File: config.mk
export PLATFORM = sky130hd
export DESIGN_NAME = ifu_align
export DESIGN_NICKNAME = d
export VERILOG_FILES = /design/src/rtl/ifu_pkg.sv /design/src/rtl/ifu_parcel_q.sv /design/src/rtl/ifu_align.sv
export SDC_FILE = /design/constraint.sdc
export NUM_CORES = 1
export LEC_CHECK = 0
export CORE_ASPECT_RATIO = 1.2
export CORE_MARGIN = 4
export CORE_UTILIZATION = 45
export CTS_CLUSTER_DIAMETER = 120
export DETAILED_ROUTE_END_ITERATION = 16
export GPL_TIMING_DRIVEN = 0
export PLACE_DENSITY_LB_ADDON = 0.1
export SKIP_LAST_GASP = 1
export SYNTH_ARGS = -nofsm -noshare
export SYNTH_HDL_FRONTEND = slang
export SYNTH_HIERARCHICAL = 1
export SYNTH_SLANG_ARGS = --single-unit
export TNS_END_PERCENT = 5
File: constraint.sdc
create_clock -name clk -period 5.9 [get_ports clk]
set_clock_uncertainty 0.2 [all_clocks]
set_input_delay 0.885 -clock clk [delete_from_list [all_inputs] [get_ports clk]]
set_output_delay 0.885 -clock clk [all_outputs]
set_load 0.02 [all_outputs]
File: src/rtl/ifu_pkg.sv
// ifu_pkg: parcel type and RVC length helper shared by the fetch alignment logic
package ifu_pkg;
  localparam int PARCEL_W = 16;
  typedef struct packed {
    logic [PARCEL_W-1:0] data;
    logic                err;
  } parcel_t;
  function automatic logic is_comp(input parcel_t p);
    return p.data[1:0] != 2'b11;
  endfunction
endpackage

File: src/rtl/ifu_parcel_q.sv
// ifu_parcel_q: circular halfword FIFO, 0..2 pushes and 0..2 pops per cycle
module ifu_parcel_q
  import ifu_pkg::*;
#(
  parameter int DEPTH = 8
) (
  input  logic                   clk,
  input  logic                   rst_n,
  input  logic                   clear,
  input  logic [1:0]             push_n,
  input  logic [1:0]             pop_n,
  input  parcel_t                push0,
  input  parcel_t                push1,
  output parcel_t                head,
  output parcel_t                head1,
  output logic [$clog2(DEPTH):0] count
);
  localparam int AW = $clog2(DEPTH);
  localparam int CW = AW + 1;
  parcel_t mem [DEPTH];
  logic [AW-1:0] rd_ptr, wr_ptr;
  assign head  = mem[rd_ptr];
  assign head1 = mem[rd_ptr + AW'(1)];
  always_ff @(posedge clk or negedge rst_n)
    if (!rst_n) begin
      for (int i = 0; i < DEPTH; i++) mem[i] <= '0;
      rd_ptr <= '0;
      wr_ptr <= '0;
      count  <= '0;
    end else if (clear) begin
      rd_ptr <= '0;
      wr_ptr <= '0;
      count  <= '0;
    end else begin
      if (push_n != 2'd0) mem[wr_ptr] <= push0;
      if (push_n == 2'd2) mem[wr_ptr + AW'(1)] <= push1;
      wr_ptr <= wr_ptr + AW'(push_n);
      rd_ptr <= rd_ptr + AW'(pop_n);
      count  <= count + CW'(push_n) - CW'(pop_n);
    end
endmodule

File: src/rtl/ifu_align.sv
// ifu_align: realigns 32-bit fetch words into whole RV32IC instructions with PC tracking
module ifu_align
  import ifu_pkg::*;
#(
  parameter int          DEPTH    = 8,
  parameter logic [31:0] RESET_PC = 32'h8000_0000
) (
  input  logic        clk,
  input  logic        rst_n,
  input  logic        fetch_valid,
  output logic        fetch_ready,
  input  logic [31:0] fetch_data,
  input  logic        fetch_err,
  input  logic        flush,
  input  logic [31:0] flush_pc,
  output logic        instr_valid,
  input  logic        instr_ready,
  output logic [31:0] instr,
  output logic [31:0] instr_pc,
  output logic        instr_comp,
  output logic        instr_err
);
  localparam int CW = $clog2(DEPTH) + 1;
  parcel_t head, head1, push0, push1;
  logic [CW-1:0] count;
  logic [31:0] pc;
  logic [1:0] push_n, pop_n;
  logic drop_low, push, pop, comp;
  assign comp        = is_comp(head);
  assign fetch_ready = !flush && (CW'(DEPTH) - count >= CW'(2));
  assign instr_valid = !flush && ((count >= CW'(1) && comp) || count >= CW'(2));
  assign push        = fetch_valid && fetch_ready;
  assign pop         = instr_valid && instr_ready;
  assign push_n      = push ? (drop_low ? 2'd1 : 2'd2) : 2'd0;
  assign pop_n       = pop ? (comp ? 2'd1 : 2'd2) : 2'd0;
  // With drop_low the upper halfword becomes the first written parcel
  assign push0       = {drop_low ? fetch_data[31:16] : fetch_data[15:0], fetch_err};
  assign push1       = {fetch_data[31:16], fetch_err};
  assign instr       = !instr_valid ? '0 : comp ? {16'h0, head.data} : {head1.data, head.data};
  assign instr_comp  = instr_valid && comp;
  assign instr_err   = instr_valid && (head.err || (!comp && head1.err));
  assign instr_pc    = pc;
  ifu_parcel_q #(.DEPTH(DEPTH)) u_q (
    .clk    (clk),
    .rst_n  (rst_n),
    .clear  (flush),
    .push_n (push_n),
    .pop_n  (pop_n),
    .push0  (push0),
    .push1  (push1),
    .head   (head),
    .head1  (head1),
    .count  (count)
  );
  always_ff @(posedge clk or negedge rst_n)
    if (!rst_n) begin
      pc       <= RESET_PC;
      drop_low <= RESET_PC[1];
    end else if (flush) begin
      pc       <= flush_pc & ~32'd1;
      drop_low <= flush_pc[1];
    end else begin
      if (pop) pc <= pc + (comp ? 32'd2 : 32'd4);
      if (push) drop_low <= 1'b0;
    end
endmodule

==> out/metrics.json, run 1 <==
{
  "drtAntennaViolNets": {"value": 0},
  "finalCritPeriodShare": {"value": 98.4, "unit": "%"},
  "maxCapViolCount": {"value": 0},
  "finish.net_count": {"value": 1586},
  "timing.final.hold_violations": {"value": 0},
  "n_fill_cell": {"value": 2595},
  "max-slew-margin-rel": {"value": 30.3, "unit": "%"},
  "critical_path.reg2reg.endpoint": {"value": "u_q/count[3]$_DFF_PN0_"},
  "via_count": {"value": 12492},
  "dp_cells": {"value": 1857},
  "synth_top_flop_cell": {"value": "sky130_fd_sc_hd__dfrtp_1"},
  "postCtsResizedCells": {"value": 0},
  "detailedRoute.firstIterationViolations": {"value": 1461},
  "place_hpwl": {"value": 36500, "unit": "µm"},
  "clock_latency_reported_for_the_late_side_of_the_worst_skew_pair": {"value": 440, "unit": "ps"},
  "antenna_found_initial": {"value": 0},
  "residual_drc": {"value": 0},
  "core_area": {"value": 27800, "unit": "µm²"},
  "dpl_cell_area": {"value": 14500, "unit": "µm²"},
  "wire_length_of_the_first_global_routing_pass": {"value": 74400, "unit": "µm"},
  "share_of_post_route_cells_with_drive_strength_above_1": {"value": 16.4, "unit": "%"},
  "io_buffers": {"value": 135},
  "htreeDepth": {"value": 4},
  "routed_via_density": {"value": 6.61},
  "power.switching": {"value": 2760, "unit": "µW"},
  "all_layer_gr_usage": {"value": 31.6, "unit": "%"},
  "run_status": {"value": "finished, final reports clean"},
  "place.gp.congestion": {"value": 0.989},
  "share_comb_of_total_power": {"value": 53.3, "unit": "%"},
  "ys_warn_count": {"value": 6},
  "number_of_enable_flip_flop_cells_after_synthesis": {"value": 0},
  "cp_data_arrival_time": {"value": 4720, "unit": "ps"},
  "area.sequential": {"value": 4460, "unit": "µm²"},
  "ys_seq_elements": {"value": 178},
  "first_global_vias": {"value": 12398},
  "synth_area": {"value": 12700, "unit": "µm²"},
  "numClockSinks": {"value": 178},
  "design.die.area": {"value": 30900, "unit": "µm²"},
  "postSynth.asyncResetShare": {"value": 100, "unit": "%"},
  "min_path_type": {"value": "in -> async"},
  "power.internal": {"value": 3830, "unit": "µW"},
  "tritoncts.num_buffers": {"value": 17},
  "post_cts_hold_fix_bufs": {"value": 0},
  "start_kind": {"value": "register"},
  "clkTransAtPathRegs": {"value": 70, "unit": "ps"},
  "cts-root-to-sink-buffers": {"value": 2},
  "met3_wire_length": {"value": 4020, "unit": "µm"},
  "timing.setup.tns": {"value": 0, "unit": "ps"},
  "final_period_minus_worst_setup_slack": {"value": 5810, "unit": "ps"},
  "worstMarginPinSlew": {"value": 1050, "unit": "ps"},
  "postRouteWirelength": {"value": 49200, "unit": "µm"},
  "wl_met1": {"value": 18400, "unit": "µm"},
  "highest_layer": {"value": "met4"},
  "maximum_number_of_pins_on_one_net_before_global_route_repair": {"value": 112},
  "die_width": {"value": 161, "unit": "µm"},
  "drtPass1Iterations": {"value": 7},
  "max_freq": {"value": 0.172, "unit": "GHz"},
  "clock_tree_from_tritoncts": {"value": "done"},
  "setup_viol": {"value": 0},
  "synthesis.area_per_instance": {"value": 9.45, "unit": "µm²"},
  "synth-seq-area-share": {"value": 35.1, "unit": "%"},
  "final_number_of_max_transition_violations": {"value": 0},
  "root_buffer": {"value": "sky130_fd_sc_hd__clkbuf_16"},
  "seq_power_share": {"value": 30.2, "unit": "%"},
  "finish.instance_area": {"value": 15100, "unit": "µm²"},
  "critical_path.endpoint_type": {"value": "primary output"},
  "net_count_after_synthesis": {"value": 1431},
  "post_cts_buffers": {"value": 0},
  "required_time_of_the_worst_setup_path": {"value": 4820, "unit": "ps"},
  "grt_setup_unrepaired": {"value": "true"},
  "per_cell_routed_wire_length": {"value": 26.0, "unit": "µm"},
  "insertedDiodeCount": {"value": 0},
  "area_growth": {"value": 19.0, "unit": "%"},
  "multi_input_comb_area": {"value": 7360, "unit": "µm²"},
  "pwr-share-clk": {"value": 16.5, "unit": "%"},
  "path_max_fanout": {"value": 10},
  "post_synth_num_cell_types": {"value": 69},
  "globalRoute.totalOverflow": {"value": 0},
  "postSynthCellCount": {"value": 1342},
  "start_util": {"value": 45.6, "unit": "%"},
  "worst_ir_drop_vdd": {"value": 0.273, "unit": "mV"},
  "wl_met2": {"value": 23200, "unit": "µm"},
  "path_class": {"value": "reg -> out"},
  "placement_rows": {"value": 67},
  "layout.cells.non_filler": {"value": 1889},
  "number_of_top_level_design_ports": {"value": 138},
  "reg2reg_slack": {"value": 600, "unit": "ps"},
  "ff2ff_path_depth": {"value": 15},
  "die_h": {"value": 192, "unit": "µm"},
  "leakage": {"value": 0.00527, "unit": "µW"},
  "sw_frac_of_total": {"value": 41.9, "unit": "%"},
  "source_of_the_worst_register_to_register_timing_path": {"value": "u_q/rd_ptr[1]$_DFF_PN0_"},
  "power_density_of_the_placed_cells": {"value": 436, "unit": "nW/µm²"}
}
## logic make-up after synthesis
logic type,after synthesis,share of synthesized area [%]
buffers and inverters,203,6.83
AO/OA/AOI/OAI,348,18.1
other,1,0.0296
multiplexers,122,16.9
flip-flops,178,35.1
adder cells (fa/ha/maj),20,2.19
XOR/XNOR,23,1.59
AND/OR/NAND/NOR,447,19.3
## cell usage after synthesis (4+ instances only)
| library cell | count | area share [%] |
|---|---|---|
| sky130_fd_sc_hd__a211oi_1 | 99 | 5.9 |
| sky130_fd_sc_hd__a211oi_2 | 20 | 2.0 |
| sky130_fd_sc_hd__a21oi_1 | 156 | 6.2 |
| sky130_fd_sc_hd__a31oi_1 | 12 | 0.59 |
| sky130_fd_sc_hd__and2_1 | 19 | 0.94 |
| sky130_fd_sc_hd__and3_1 | 18 | 0.89 |
| sky130_fd_sc_hd__buf_1 | 25 | 0.74 |
| sky130_fd_sc_hd__buf_2 | 8 | 0.32 |
| sky130_fd_sc_hd__buf_6 | 9 | 0.80 |
| sky130_fd_sc_hd__clkbuf_1 | 132 | 3.9 |
| sky130_fd_sc_hd__clkbuf_2 | 5 | 0.20 |
| sky130_fd_sc_hd__dfrtp_1 | 177 | 35 |
| sky130_fd_sc_hd__fa_1 | 4 | 0.63 |
| sky130_fd_sc_hd__ha_1 | 15 | 1.5 |
| sky130_fd_sc_hd__inv_1 | 20 | 0.59 |
| sky130_fd_sc_hd__mux2_2 | 52 | 4.6 |
| sky130_fd_sc_hd__mux4_2 | 68 | 12 |
| sky130_fd_sc_hd__nand2_1 | 28 | 0.83 |
| sky130_fd_sc_hd__nand2b_1 | 4 | 0.20 |
| sky130_fd_sc_hd__nand3_1 | 9 | 0.36 |
| sky130_fd_sc_hd__nand4_1 | 13 | 0.64 |
| sky130_fd_sc_hd__nor2_1 | 23 | 0.68 |
| sky130_fd_sc_hd__nor2b_1 | 7 | 0.35 |
| sky130_fd_sc_hd__nor3_1 | 246 | 9.7 |
| sky130_fd_sc_hd__nor4_1 | 4 | 0.20 |
| sky130_fd_sc_hd__o21ai_0 | 18 | 0.71 |
| sky130_fd_sc_hd__o31ai_1 | 7 | 0.41 |
| sky130_fd_sc_hd__o32ai_1 | 18 | 1.2 |
| sky130_fd_sc_hd__or2_2 | 36 | 1.8 |
| sky130_fd_sc_hd__or3_1 | 15 | 0.74 |
| sky130_fd_sc_hd__or4_1 | 7 | 0.41 |
| sky130_fd_sc_hd__xnor2_1 | 13 | 0.90 |
| sky130_fd_sc_hd__xor2_1 | 10 | 0.69 |
## area by class of cell
cell class	count	share of cell area (%)
Multi-Input combinational cell	961	48.8
Timing Repair Buffer	136	9.17
Inverter	21	0.522
Tap cell	379	3.14
Sequential cell	178	29.5
Clock inverter	9	0.390
Clock buffer	23	3.23
Buffer	182	5.22
## worst max-delay path by stage
| stage | startpoint | to | slack [ps] | cells after the start |
|---|---|---|---|---|
| floorplan | u_q/rd_ptr[0]$_DFF_PN0_ | u_q/count[3]$_DFF_PN0_ | 1650 | 15 |
| global placement | rst_n | u_q/mem[75]$_DFFE_PN0N_ | -4160 | 1 |
| detailed placement | u_q/rd_ptr[1]$_DFF_PN0_ | instr[29] | 570 | 11 |
| CTS | u_q/rd_ptr[1]$_DFF_PN0_ | instr[29] | 70 | 11 |
| global route | u_q/rd_ptr[1]$_DFF_PN0_ | instr[13] | -30 | 10 |
| finish | u_q/rd_ptr[1]$_DFF_PN0_ | instr[10] | 90 | 10 |
## registers in the layout (all words and copies together) (netlist names)
signal / count
instr_pc: 31
u_q/mem: 136
drop_low: 1
u_q/wr_ptr: 3
u_q/rd_ptr: 3
u_q/count: 4
## worst max-delay path: stages, from the launching register on
cell and delay [ps]:
sky130_fd_sc_hd__dfrtp_1 360, sky130_fd_sc_hd__clkbuf_1 490, sky130_fd_sc_hd__clkbuf_1 580, sky130_fd_sc_hd__mux4_2 440, sky130_fd_sc_hd__mux2_2 310, sky130_fd_sc_hd__and2_1 170
sky130_fd_sc_hd__buf_6 130, sky130_fd_sc_hd__o21ai_2 430, sky130_fd_sc_hd__clkbuf_1 470, sky130_fd_sc_hd__and3_1 280, sky130_fd_sc_hd__clkdlybuf4s50_1 620
## power groups by stage
stage,Sequential (µW),Combinational [µW],Clock [µW]
after floorplan,1860,2330,0
after global placement,1970,3420,0
after detailed placement,1990,3440,0
after CTS,1960,3460,1100
after global routing,2010,3720,1150
final,1990,3510,1090
## placed cells by master, fill, tap and decap left out, drive strengths merged, types with 13 or more instances in the layout
cell and n:
o21ai 20, dfrtp 177, a21oi 156, nor2 23
mux2 52, clkbuf 161, nor3 246, and2 19
mux4 68, and3 19, xnor2 13, buf 45
nand2 29, o32ai 18, inv 20, ha 15
or2 36, or3 17, a211oi 119, clkdlybuf4s50 134
nand4 14
## layer usage
layer  up-vias  track usage (%)
met5         -                0
met4         0             20.4
li1       5377                -
met2       820             52.1
met3       210             6.05
met1      6085             38.2
## per-stage QoR
| stage | setup slack [ps] | hold WS [ps] | power [µW] | util, % |
|---|---|---|---|---|
| 2_1_floorplan | 1650 | 328 | 4190 | - |
| 3_3_place_gp | -4160 | 295 | 5390 | 52.1 |
| 3_5_place_dp | 566 | 301 | 5420 | 52.2 |
| 4_1_cts | 74.6 | 211 | 6520 | 54.2 |
| 5_1_grt | -26.9 | 218 | 6880 | 54.2 |
| 6_report | 92.1 | 191 | 6580 | 54.2 |
No activity file was read; power rests on OpenSTA's default activity.
==> run 2, diff against run 1 <==
==> constraint.sdc (replaced) <==
create_clock -name clk -period 5.2 [get_ports clk]
set_clock_uncertainty 0.2 [all_clocks]
set_input_delay 0.78 -clock clk [delete_from_list [all_inputs] [get_ports clk]]
set_output_delay 0.78 -clock clk [all_outputs]
set_load 0.02 [all_outputs]
==> run 2 against run 1 <==
  * Non-clock buffer count unchanged
  * Die area is the same
  * Register-to-register slack got worse by 130 ps
  * Sequential share of layout area hardly changed
  * Worst hold slack got worse by 110 ps
  * Cell count unchanged
  * Final area grew 0.15%
  * Power grew 14%
  * Sequential power rose by 13%
  * Count of clock-buffer cells in the layout stayed put
  * Flip-flop and latch count stayed put
  * Critical path type unchanged
==> out/metrics.json, run 2 (synthesis results as in run 1) <==
{
  "timing.final.hold_violations": {"value": 0},
  "max-slew-margin-rel": {"value": 17.9, "unit": "%"},
  "post-place-ws": {"value": -82.7, "unit": "ps"},
  "grt_setup_unrepaired": {"value": "false"},
  "source_of_the_worst_register_to_register_timing_path": {"value": "u_q/rd_ptr[0]$_DFF_PN0_"},
  "path_class": {"value": "reg -> out"},
  "clkTransAtPathRegs": {"value": 70, "unit": "ps"},
  "path_buf_inv": {"value": 5},
  "detailedRoute.firstIterationViolations": {"value": 1409},
  "cp_num_cells": {"value": 10},
  "critPathMostFrequentCell": {"value": "sky130_fd_sc_hd__clkbuf_2"},
  "root_buffer": {"value": "sky130_fd_sc_hd__clkbuf_16"},
  "fin_worst_hold_slack": {"value": 85.2, "unit": "ps"},
  "worst_setup_path_endpoint": {"value": "instr[13]"},
  "insertedDiodeCount": {"value": 0},
  "critical_path.reg2reg.endpoint": {"value": "u_q/count[3]$_DFF_PN0_"},
  "tritoncts.num_buffers": {"value": 17},
  "drtAntennaViolNets": {"value": 0},
  "finish.net_count": {"value": 1586},
  "postRouteWirelength": {"value": 49000, "unit": "µm"},
  "wire_length_of_the_first_global_routing_pass": {"value": 74400, "unit": "µm"},
  "antenna_found_initial": {"value": 0},
  "path_max_fanout": {"value": 10},
  "finalCritPeriodShare": {"value": 96.5, "unit": "%"},
  "placement_rows": {"value": 67},
  "first_global_vias": {"value": 12400},
  "area_growth": {"value": 19.2, "unit": "%"},
  "place.gp.congestion": {"value": 0.989},
  "family_of_cells_with_the_greatest_summed_delay_on_the_critical_path": {"value": "buffers and inverters"},
  "finalWorstSetupSlack": {"value": 184, "unit": "ps"},
  "worstMarginPinSlew": {"value": 1220, "unit": "ps"},
  "critical_path_cell_by_cell": {"value": "clkbuf_2 > buf_4 > mux4_2 > mux2_2 > and2_1 > buf_6 > o21ai_4 > clkbuf_2 > and3_1 > clkdlybuf4s50_1"},
  "core_area": {"value": 27800, "unit": "µm²"},
  "slowest_delay": {"value": 620, "unit": "ps"},
  "final_period_minus_worst_setup_slack": {"value": 5020, "unit": "ps"},
  "start_util": {"value": 45.6, "unit": "%"},
  "per_cell_routed_wire_length": {"value": 25.9, "unit": "µm"},
  "critical_path.slowest_cell": {"value": "sky130_fd_sc_hd__clkdlybuf4s50_1"},
  "io_buffers": {"value": 135},
  "die_h": {"value": 192, "unit": "µm"},
  "clock_latency_reported_for_the_late_side_of_the_worst_skew_pair": {"value": 440, "unit": "ps"},
  "htreeDepth": {"value": 4},
  "clock_tree_from_tritoncts": {"value": "done"},
  "largest_register_ffs": {"value": 136},
  "via_count": {"value": 12470},
  "leakage": {"value": 0.00529, "unit": "µW"},
  "place_hpwl": {"value": 36500, "unit": "µm"},
  "max_freq": {"value": 0.199, "unit": "GHz"},
  "final_number_of_max_transition_violations": {"value": 0},
  "number_of_top_level_design_ports": {"value": 138},
  "ff2ff_path_depth": {"value": 15},
  "power_density_of_the_placed_cells": {"value": 495, "unit": "nW/µm²"},
  "commonest_non_fill_non_tap_cells_in_the_layout": {"value": "sky130_fd_sc_hd__nor3_1, sky130_fd_sc_hd__dfrtp_1, sky130_fd_sc_hd__a21oi_1"},
  "reg2reg_slack": {"value": 470, "unit": "ps"},
  "all_layer_gr_usage": {"value": 31.6, "unit": "%"},
  "cp_data_arrival_time": {"value": 4040, "unit": "ps"},
  "start_kind": {"value": "register"},
  "maxCapViolCount": {"value": 0},
  "run_status": {"value": "finished, final reports clean"},
  "maximum_number_of_pins_on_one_net_before_global_route_repair": {"value": 112},
  "final_common_cell": {"value": "sky130_fd_sc_hd__nor3_1"},
  "die_width": {"value": 161, "unit": "µm"},
  "drtPass1Iterations": {"value": 5},
  "timing.critical_path.from": {"value": "u_q/rd_ptr[0]$_DFF_PN0_"},
  "required_time_of_the_worst_setup_path": {"value": 4220, "unit": "ps"},
  "largest_register_by_flop_count": {"value": "u_q/mem"},
  "critical_path.endpoint_type": {"value": "primary output"},
  "design.die.area": {"value": 30900, "unit": "µm²"},
  "min_path_type": {"value": "in -> async"},
  "cts-root-to-sink-buffers": {"value": 2},
  "residual_drc": {"value": 0},
  "setup_viol": {"value": 0},
  "share_of_post_route_cells_with_drive_strength_above_1": {"value": 16.8, "unit": "%"},
  "routed_via_density": {"value": 6.60},
  "numClockSinks": {"value": 178},
  "globalRoute.totalOverflow": {"value": 0},
  "worst_ir_drop_vdd": {"value": 0.311, "unit": "mV"}
}
==> run 2: through the flow <==
step,instance area (µm²),setup TNS (ps),std cells,power [µW],utilization [%]
floorplan,12700,0,1342,4750,-
global placement,14500,-838880,1856,6110,52.1
detailed placement,14500,-263,1857,6150,52.2
CTS,15100,0,1889,7420,54.3
global route,15100,0,1889,7830,54.3
finish,15100,0,1889,7480,54.3
==> run 2: worst min path at each step <==
stage / from / to / slack (ps) / cells after the start
floorplan: rst_n / drop_low$_DFFE_PN0P_ / 280 / 0
global route: rst_n / u_q/count[1]$_DFF_PN0_ / 110 / 1
detailed placement: instr_pc[31]$_DFFE_PN1P_ / instr_pc[31]$_DFFE_PN1P_ / 300 / 2
CTS: rst_n / instr_pc[24]$_DFFE_PN0P_ / 110 / 1
global placement: instr_pc[31]$_DFFE_PN1P_ / instr_pc[31]$_DFFE_PN1P_ / 300 / 2
finish: rst_n / u_q/count[1]$_DFF_PN0_ / 90 / 1
==> run 2: power by group <==
group	internal [µW]	leakage, µW	switching [µW]	total (µW)
Clock	660	0.000261	570	1230
Combinational	1880	0.00279	2130	4000
Sequential	1820	0.00224	432	2250
==> run 2: routing by layer <==
metal	track usage [%]	wire length, µm	share of wire (%)	up-vias
met2	52.1	23100	47	808
met1	38.2	18400	38	6090
met3	6.01	4040	8.2	201
li1	-	-	-	5371
met4	20.4	3470	7.1	0
met5	0	0	0	-
==> run 2: cell type report <==
type | count | area [µm²]
fill | 2589 | 12700
multi-input combinational | 961 | 7370
sequential | 178 | 4460
timing repair buffer | 136 | 1380
buffer | 182 | 802
clock buffer | 23 | 488
tap | 379 | 474
inverter | 21 | 78.8
clock inverter | 9 | 58.8
==> run 2: timing repair <==
action,in CTS,in global routing
resized for setup,8,3
buffers inserted,0,0
hold endpoints to repair,0,0
hold buffers,0,0
setup endpoints to repair,33,17
